**config.mk**
```make
export PLATFORM = sky130hd
export DESIGN_NAME = div_seq_ctrl
export DESIGN_NICKNAME = d
export VERILOG_FILES = /design/src/rtl/div_seq_ctrl_pkg.sv /design/src/rtl/div_step.sv /design/src/rtl/div_seq_ctrl.sv
export SDC_FILE = /design/constraint.sdc
export NUM_CORES = 1
export LEC_CHECK = 0
export BUFFER_PORTS_ARGS = -buffer_cell sky130_fd_sc_hd__clkbuf_2
export CAP_MARGIN = 40
export CORE_MARGIN = 1.5
export CORE_UTILIZATION = 46
export DETAILED_ROUTE_END_ITERATION = 8
export GPL_TIMING_DRIVEN = 0
export HOLD_SLACK_MARGIN = 0.15
export PLACE_DENSITY = 0.72
export REMOVE_ABC_BUFFERS = 1
export SYNTH_ARGS = -nofsm -noshare
export SYNTH_HDL_FRONTEND = slang
export SYNTH_SLANG_ARGS = --single-unit
```
**constraint.sdc**
```tcl
create_clock -name clk -period 14.5 [get_ports clk]
set_clock_uncertainty 0.15 [all_clocks]
set_input_delay 1.45 -clock clk [delete_from_list [all_inputs] [get_ports clk]]
set_output_delay 1.45 -clock clk [all_outputs]
set_load 0.02 [all_outputs]
```
**src/rtl/div_seq_ctrl_pkg.sv**
```systemverilog
// Shared definitions for the EX-stage integer divide sequencer.
// Holds datapath width, iteration count, the sequencer state type, the
// request-bus width reserved for a future EX-stage bus field, and a
// magnitude helper used by the sign handling.
package div_seq_ctrl_pkg;

  localparam int unsigned DIV_WIDTH     = 32;
  localparam int unsigned DIV_ITERS     = 32;
  localparam int unsigned DIV_CNT_W     = $clog2(DIV_ITERS);
  // signed + rem_sel + dividend + divisor
  localparam int unsigned DIV_REQ_BUS_W = 2 + 2 * DIV_WIDTH;

  typedef enum logic [2:0] {
    S_IDLE,
    S_PREP,
    S_ITER,
    S_FIX,
    S_DONE
  } div_state_e;

  // Absolute value for signed operands, raw value for unsigned ones.
  function automatic logic [DIV_WIDTH-1:0] div_mag(input logic [DIV_WIDTH-1:0] v,
                                                   input logic is_signed);
    return (is_signed && v[DIV_WIDTH-1]) ? (~v + 1'b1) : v;
  endfunction

endpackage

```
**src/rtl/div_step.sv**
```systemverilog
// One combinational radix-2 restoring division step.
// Ports:
//   i_rem     partial remainder (DIV_WIDTH+1 bits)
//   i_dvd_msb next dividend bit shifted into the remainder
//   i_dvs     divisor magnitude
//   o_rem     next partial remainder
//   o_q_bit   quotient bit produced by this step
module div_step
  import div_seq_ctrl_pkg::*;
(
  input  logic [DIV_WIDTH:0]   i_rem,
  input  logic                 i_dvd_msb,
  input  logic [DIV_WIDTH-1:0] i_dvs,
  output logic [DIV_WIDTH:0]   o_rem,
  output logic                 o_q_bit
);

  logic [DIV_WIDTH+1:0] w_shift;
  logic [DIV_WIDTH+1:0] w_diff;

  // Remainder stays below the divisor, so the extra top bit is a pure
  // borrow indicator for the trial subtraction.
  assign w_shift = {i_rem, i_dvd_msb};
  assign w_diff  = w_shift - {2'b00, i_dvs};
  assign o_q_bit = ~w_diff[DIV_WIDTH+1];
  assign o_rem   = o_q_bit ? w_diff[DIV_WIDTH:0] : w_shift[DIV_WIDTH:0];

endmodule

```
**src/rtl/div_seq_ctrl.sv**
```systemverilog
// Multi-cycle divide sequencer (div.w/div.wu/mod.w/mod.wu) for the EX stage.
// 32-step radix-2 restoring division with sign pre/post fix.
// Ports:
//   clk, reset         clock, synchronous active-high reset
//   div_req_valid/_ready  request handshake (signed, rem_sel, src1, src2)
//   div_flush          aborts any in-flight op, blocks acceptance in IDLE
//   div_resp_valid/_ready response handshake, div_result registered
//   div_busy           high whenever the sequencer is not idle
// Configuration macro: DIV_EARLY_OUT_EN -- when defined, ops with
// |dividend| < |divisor| (divisor nonzero) finish straight from PREP.
module div_seq_ctrl
  import div_seq_ctrl_pkg::*;
(
  input  logic                 clk,
  input  logic                 reset,
  input  logic                 div_req_valid,
  output logic                 div_req_ready,
  input  logic                 div_signed,
  input  logic                 div_rem_sel,
  input  logic [DIV_WIDTH-1:0] div_src1,
  input  logic [DIV_WIDTH-1:0] div_src2,
  input  logic                 div_flush,
  output logic                 div_resp_valid,
  input  logic                 div_resp_ready,
  output logic [DIV_WIDTH-1:0] div_result,
  output logic                 div_busy
);

  div_state_e           r_state;
  logic                 r_signed;
  logic                 r_rem_sel;
  logic                 r_q_neg;
  logic                 r_r_neg;
  logic                 r_resp_valid;
  logic                 r_busy;
  logic [DIV_WIDTH-1:0] r_src1;
  logic [DIV_WIDTH-1:0] r_src2;
  logic [DIV_WIDTH-1:0] r_dvd;
  logic [DIV_WIDTH-1:0] r_dvs;
  logic [DIV_WIDTH-1:0] r_result;
  logic [DIV_WIDTH:0]   r_rem;
  logic [DIV_CNT_W-1:0] r_cnt;

  logic [DIV_WIDTH-1:0] w_mag_a;
  logic [DIV_WIDTH-1:0] w_mag_b;
  logic [DIV_WIDTH:0]   w_step_rem;
  logic                 w_step_q;
  logic [DIV_WIDTH-1:0] w_q_fix;
  logic [DIV_WIDTH-1:0] w_r_fix;

  assign w_mag_a = div_mag(r_src1, r_signed);
  assign w_mag_b = div_mag(r_src2, r_signed);
  assign w_q_fix = r_q_neg ? (~r_dvd + 1'b1) : r_dvd;
  assign w_r_fix = r_r_neg ? (~r_rem[DIV_WIDTH-1:0] + 1'b1) : r_rem[DIV_WIDTH-1:0];

  div_step u_step (
    .i_rem     (r_rem),
    .i_dvd_msb (r_dvd[DIV_WIDTH-1]),
    .i_dvs     (r_dvs),
    .o_rem     (w_step_rem),
    .o_q_bit   (w_step_q)
  );

  assign div_req_ready  = (r_state == S_IDLE) && !reset && !div_flush;
  assign div_resp_valid = r_resp_valid;
  assign div_result     = r_result;
  assign div_busy       = r_busy;

  always_ff @(posedge clk) begin
    if (reset) begin
      r_state      <= S_IDLE;
      r_resp_valid <= 1'b0;
      r_result     <= '0;
      r_busy       <= 1'b0;
    end else if (div_flush && (r_state != S_IDLE)) begin
      r_state      <= S_IDLE;
      r_resp_valid <= 1'b0;
      r_busy       <= 1'b0;
    end else begin
      case (r_state)
        S_IDLE: begin
          if (div_req_valid && !div_flush) begin
            r_signed  <= div_signed;
            r_rem_sel <= div_rem_sel;
            r_src1    <= div_src1;
            r_src2    <= div_src2;
            r_busy    <= 1'b1;
            r_state   <= S_PREP;
          end
        end
        S_PREP: begin
          r_dvd   <= w_mag_a;
          r_dvs   <= w_mag_b;
          r_q_neg <= r_signed && (r_src1[DIV_WIDTH-1] ^ r_src2[DIV_WIDTH-1]);
          r_r_neg <= r_signed && r_src1[DIV_WIDTH-1];
          r_rem   <= '0;
          r_cnt   <= DIV_CNT_W'(DIV_ITERS - 1);
          r_state <= S_ITER;
`ifdef DIV_EARLY_OUT_EN
          // Quotient is zero and remainder is the untouched dividend.
          if ((r_src2 != '0) && (w_mag_a < w_mag_b)) begin
            r_result     <= r_rem_sel ? r_src1 : '0;
            r_resp_valid <= 1'b1;
            r_state      <= S_DONE;
          end
`endif
        end
        S_ITER: begin
          // Quotient bits fill the dividend register from the LSB as
          // dividend bits leave from the MSB.
          r_rem <= w_step_rem;
          r_dvd <= {r_dvd[DIV_WIDTH-2:0], w_step_q};
          r_cnt <= r_cnt - DIV_CNT_W'(1);
          if (r_cnt == '0) begin
            r_state <= S_FIX;
          end
        end
        S_FIX: begin
          r_result     <= r_rem_sel ? w_r_fix : w_q_fix;
          r_resp_valid <= 1'b1;
          r_state      <= S_DONE;
        end
        S_DONE: begin
          if (div_resp_ready) begin
            r_resp_valid <= 1'b0;
            r_busy       <= 1'b0;
            r_state      <= S_IDLE;
          end
        end
        default: r_state <= S_IDLE;
      endcase
    end
  end

endmodule

```
# --- After elaboration in Yosys (flattened, before gate mapping) ---
# Cells that the tools add are included.
word_totals:
  word_cells: 75
  output_inout_bits: 35
  regBits: 207
  in_bits: 71
op_classes:
  bitwise_logic: 8
  mux: 17
  n_eq_ne: 7
  reduce_logical: 23
  add_sub_neg: 6
ops:
  columns: ["operator", "count"]
  rows:
  - ["$mux W32", 5]
  - ["$add A32 B1 Y32 const B", 4]
  - ["$not A32 Y32", 4]
  - ["$pmux W33 S2", 1]
  - ["$pmux W32 S2", 1]
  - ["$sub A34 B32 Y34", 1]
  - ["$mux W33", 1]
  - ["$pmux W3 S5", 1]
  - ["$reduce_and A3 Y1", 4]
  - ["$pmux W5 S2", 1]
  - ["$mux W3", 3]
  - ["$logic_and A1 B1 Y1", 7]
  - ["$eq A3 B2 Y1 const B", 2]
  - ["$reduce_bool A2 Y1", 3]
  - ["$logic_not A5 Y1", 1]
  - ["$sub A5 B1 Y5 const B", 1]
  - ["$ne A2 B2 Y1 const B", 2]
  - ["$pmux W1 S2", 2]
  - ["$reduce_and A2 Y1", 2]
  - ["$reduce_and A4 Y1", 1]
  - ["$eq A3 B1 Y1 const B", 1]
  - ["$eq A3 B3 Y1 const B", 1]
  - ["$logic_not A3 Y1", 1]
  - ["$not A1 Y1", 3]
  - ["other kinds (6)", 8]

# --- Longest topological paths before layout ---
logic_depth:
  depth_word: 4
  mapped_depth: 12
  ltp_nobuf: 11

# --- Hierarchy ---
# A second synthesis with hierarchy kept.
hier_totals:
  cells_unflattened: 1203
  hier_area_um2: 12503.2
modules_own_cells:
  columns: ["module", "area_per_inst_um2", "instances", "cells_per_inst", "seq_area_each_um2"]
  rows:
  - ["div_seq_ctrl", 10289.9, 1, 897, 5845.6]
  - ["div_step", 2213.4, 1, 306, 0.0]

# --- Least setup slack after synthesis ---
# Ideal clock, no wire load.
synth_path:
  path_kind: "input port to flip-flop"
  from: "in reset"
  to: "reg r_cnt[0] (enable)"
  setup_ps: 584
  arrival_time_ps: 6638
  cell_stages: 3
  required_time_ps: 13766
  setup_slack_ps: 7128
  path_buffers: 1
  path_cell_list: "clkbuf_1 > a21o_1 > nor3_1"
synth_between:
  elab_chain_cells: 2
synth_rtl:
  columns: ["element", "line_no", "rtl"]
  rows:
  - ["start, declared", "div_seq_ctrl.sv:15", "input logic reset,"]
  - ["$not A1 Y1 (no source line)", null, null]
  - ["$reduce_and A3 Y1 (no source line)", null, null]
  - ["end signal, assigned", "div_seq_ctrl.sv:97", "r_cnt <= DIV_CNT_W'(DIV_ITERS - 1);"]
  - ["end signal, assigned", "div_seq_ctrl.sv:113", "r_cnt <= r_cnt - DIV_CNT_W'(1);"]
  - ["end, declared", "div_seq_ctrl.sv:42", "logic [DIV_CNT_W-1:0] r_cnt;"]
# No other way between the ends.
# A chain may end at the register's enable or synchronous reset.

# --- Final worst setup path ---
layout_path:
  from: "in reset"
  to: "out div_req_ready"
layout_between:
  elab_chain_cells: 3
layout_rtl:
  columns: ["element", "line_no", "rtl"]
  rows:
  - ["$logic_not A1 Y1", "div_seq_ctrl.sv:64", "assign div_req_ready = (r_state == S_IDLE) && !reset && !div_flush;"]
  - ["$logic_and A1 B1 Y1 (2 in a row)", "div_seq_ctrl.sv:64", null]
  - ["end, declared", "div_seq_ctrl.sv:17", "output logic div_req_ready,"]
# No other way between the ends.

==> flow_summary.yaml <==
outcome:
  status: "finished clean"
final_layout:
  final_cell_count_no_fill: 1686
  n_antenna_cell: 0
  final_nets: 1443
  syn_to_final_growth_pct: 15.39
  fill_cells: 2342
  drive_gt1_share_pct: 13.99
  utilization_pct: 53.91
  multiInputGateArea_um2: 5892
  seqCellArea_um2: 5846
timing:
  tightest_slew_ps: 895.3
  setup_violations: 0
  finalCritPeriodShare_pct: 29.84
  fin_setup_tns_ps: 0
  final-max-slew-violation-count: 0
  slew_headroom_pct: 40.32
  rsz0062_at_grt: "no"
  period_needed_ps: 4327
  hold_viol: 0
  fin_ws_ps: 10170
  fmax_mhz: 231.1
power:
  p_int_w: 0.001081
  ir_drop_mv: 0.08096
  powerDensity_nw_per_um2: 101.5
  clock_power_share_pct: 42.4
  pwr-share-comb_pct: 9.6
  seq_power_share_pct: 48.0
  leakagePower_nw: 5.170
  netSwitchingPower_w: 0.0003408
  p_sw_share_pct: 23.97
synth:
  synth_common_cells: "edfxtp_1 (170), nand2_1 (139), nor2_1 (101)"
  yosysMostFrequentCell: "edfxtp_1"
  synth_edf_count: 170
  yosys-top-cells-area: "edfxtp_1 (42%), xnor2_1 (6.9%), dfxtp_1 (6.1%), nand2_1 (4.3%), ha_1 (3.9%)"
  synth_seq_cells: 207
  yosysWarnings: 0
  synth_area_um2: 12140
  synth_seq_area_share_pct: 48.16
  synth_top_area_share_pct: 42.05
  ys_types: 65
  synthFlopType: "edfxtp_1"
  synthArstFlopShare_pct: 0
  syn-mean-instance-area_um2: 9.853
  synth_area_leader_cell: "edfxtp_1"
  syn_inst: 1232
place:
  placed_cells: 1642
  port_buffers: 105
  place.gp.congestion: 0.8616
  pre_cts_ws_ps: 10190
  dp_hpwl_mm: 21.00
drt:
  drtAntennaViolNets: 0
  drc: 0
  viasPerCell: 5.610
  num_vias: 9458
  drtPass1Iterations: 5
  routed_wl_mm: 27.77
  drt-initial-drc-count: 672
  routedWlPerCell_um: 16.47
critical_path:
  reg2reg_depth: 10
  start_kind: "input pin"
  max_stage_delay_ps: 520
  crit_buf_inv: 2
  end_kind: "output port"
  cp.required_ps: 12900
  cp_top_family: "buffers and inverters"
  crit_type: "in2out"
  path_cells: "clkbuf_2, or2_2, nor2_1, clkbuf_2"
  cpMostUsedCell: "clkbuf_2"
  crit_fanout: 35
  cp_num_cells: 4
  cp_data_arrival_time_ps: 2730
  cp_slowest_cell: "or2_2"
global_route:
  gr-total-overflow: 0
  grt_first_pass_wirelength_mm: 44.66
  grt_pass1_vias: 9081
  grt.total_usage_pct: 20.54
  top_usage_layer: "met2"
  grt_max_degree: 63
  grtUsageMet1_pct: 26.22
  met3_usage_pct: 2.872
  met2_usage_pct: 36.52
  antenna_found_initial: 0
clocking:
  post_cts_buffers: 0
  clock_latency_ps: 530
  htreeDepth: 1
  cts_buffers: 24
  postCtsHoldBufs: 0
  cts_tree: "yes"
  clock_sink_count: 207
  cts.repair.resized: 0
  clock_path_buffers: 3
  clk_pin_slew_ps: 60
  clockRootBuffer: "clkbuf_16"
floorplan:
  die_x_um: 165.5
  core_um2: 25980
  start_util_pct: 46.72
  dieArea_um2: 27370
  num_rows: 59
  die_h_um: 165.5
  pin_count: 106
run:
  cap_violations: 0
min_path:
  hold_path_class: "reg2reg"
  holdPathStages: 2
[area by class of cell]
type / instances / share of cell area [%]
clock inverters: 17 / 1.251
clock buffers: 27 / 4.368
repair buffers: 125 / 5.770
multi-input cells: 907 / 42.06
inverters: 68 / 1.822
flip-flops and latches: 207 / 41.73
well taps: 335 / 2.992
[stage by stage]
step	power (W)	instance area, um2	hold WS [ps]
2_1_floorplan	0.0007863	11950	324.4
3_3_place_gp	0.0008266	12890	295.3
3_5_place_dp	0.0008318	13220	296.5
4_1_cts	0.001435	14010	309.2
5_1_grt	0.001477	14010	322.2
6_report	0.001422	14010	303.9
[power groups by stage]
| stage | logic, W | clock network, W | registers [W] |
|---|---|---|---|
| after detailed placement | 0.000136 | 0 | 0.000696 |
| after CTS | 0.000137 | 0.000615 | 0.000683 |
| after floorplan | 0.0000925 | 0 | 0.000694 |
| after global placement | 0.000127 | 0 | 0.000700 |
| after global routing | 0.000153 | 0.000639 | 0.000685 |
| final | 0.000136 | 0.000603 | 0.000683 |
[logic make-up (layout without fill, tap and decap cells)]
family	after synthesis	after routing	share of synthesized area [%]
flip-flops	207	207	48.16
adder cells (fa/ha/maj)	39	39	4.082
AO/OA/AOI/OAI	300	300	15.55
multiplexers	28	28	2.340
AND/OR/NAND/NOR	393	393	15.58
XOR/XNOR	147	147	10.61
buffers and inverters	118	237	3.680
[routing by layer]
metal | wire, um | part of all wire [%] | up-vias
met2 | 13980 | 50 | 192
li1 | - | - | 4695
met3 | 1223 | 4.4 | 33
met1 | 12120 | 44 | 4538
met4 | 458 | 1.6 | 0
met5 | 0 | 0 | -
[cells in the final DEF, fill, tap and decap left out, types with 6 or more instances in the layout]
cell type	n
or3_1	10
dfxtp_1	37
nor4_1	17
nor2b_1	6
nor3_1	25
o31ai_1	26
a21o_1	7
o21ai_0	79
a31oi_1	6
nand3_1	14
nand2b_1	12
o21a_1	7
buf_4	8
or2_2	6
o211ai_1	21
nor2_1	99
a211oi_1	13
nand2_1	139
clkbuf_16	24
a21oi_1	87
ha_1	38
clkinv_1	6
inv_1	67
nand3b_1	9
or4_1	14
edfxtp_1	170
o41ai_1	15
xnor2_1	96
o22ai_1	7
xor2_1	50
clkbuf_2	105
nand4_1	8
and2_1	7
mux2i_1	25
[sequential cells by signal, indices dropped and copies added (netlist names)]
name            cells
div_resp_valid      1
r_r_neg             1
r_rem_sel           1
r_q_neg             1
r_cnt               5
r_signed            1
r_src2             32
r_rem              33
r_dvd              32
r_dvs              32
div_busy            1
div_result         32
r_src1             32
r_state             3
[path summary, 6_finish.rpt]
check	from	end	slack [ps]
setup / recovery	reset	div_req_ready	10170
hold / removal	div_result[6]$_SDFFE_PP0P_	div_result[6]$_SDFFE_PP0P_	300
setup reg to reg	r_rem[11]$_SDFFCE_PN0P_	r_rem[31]$_SDFFCE_PN0P_	10310
hold reg to reg	div_result[6]$_SDFFE_PP0P_	div_result[6]$_SDFFE_PP0P_	300
[tightest hold or removal path, cell delays in order (launching register included)]
cell     delay (ps)
dfxtp_1         310
nand2_1          50
a21oi_1          50
Power figures use the tool's default switching activity.
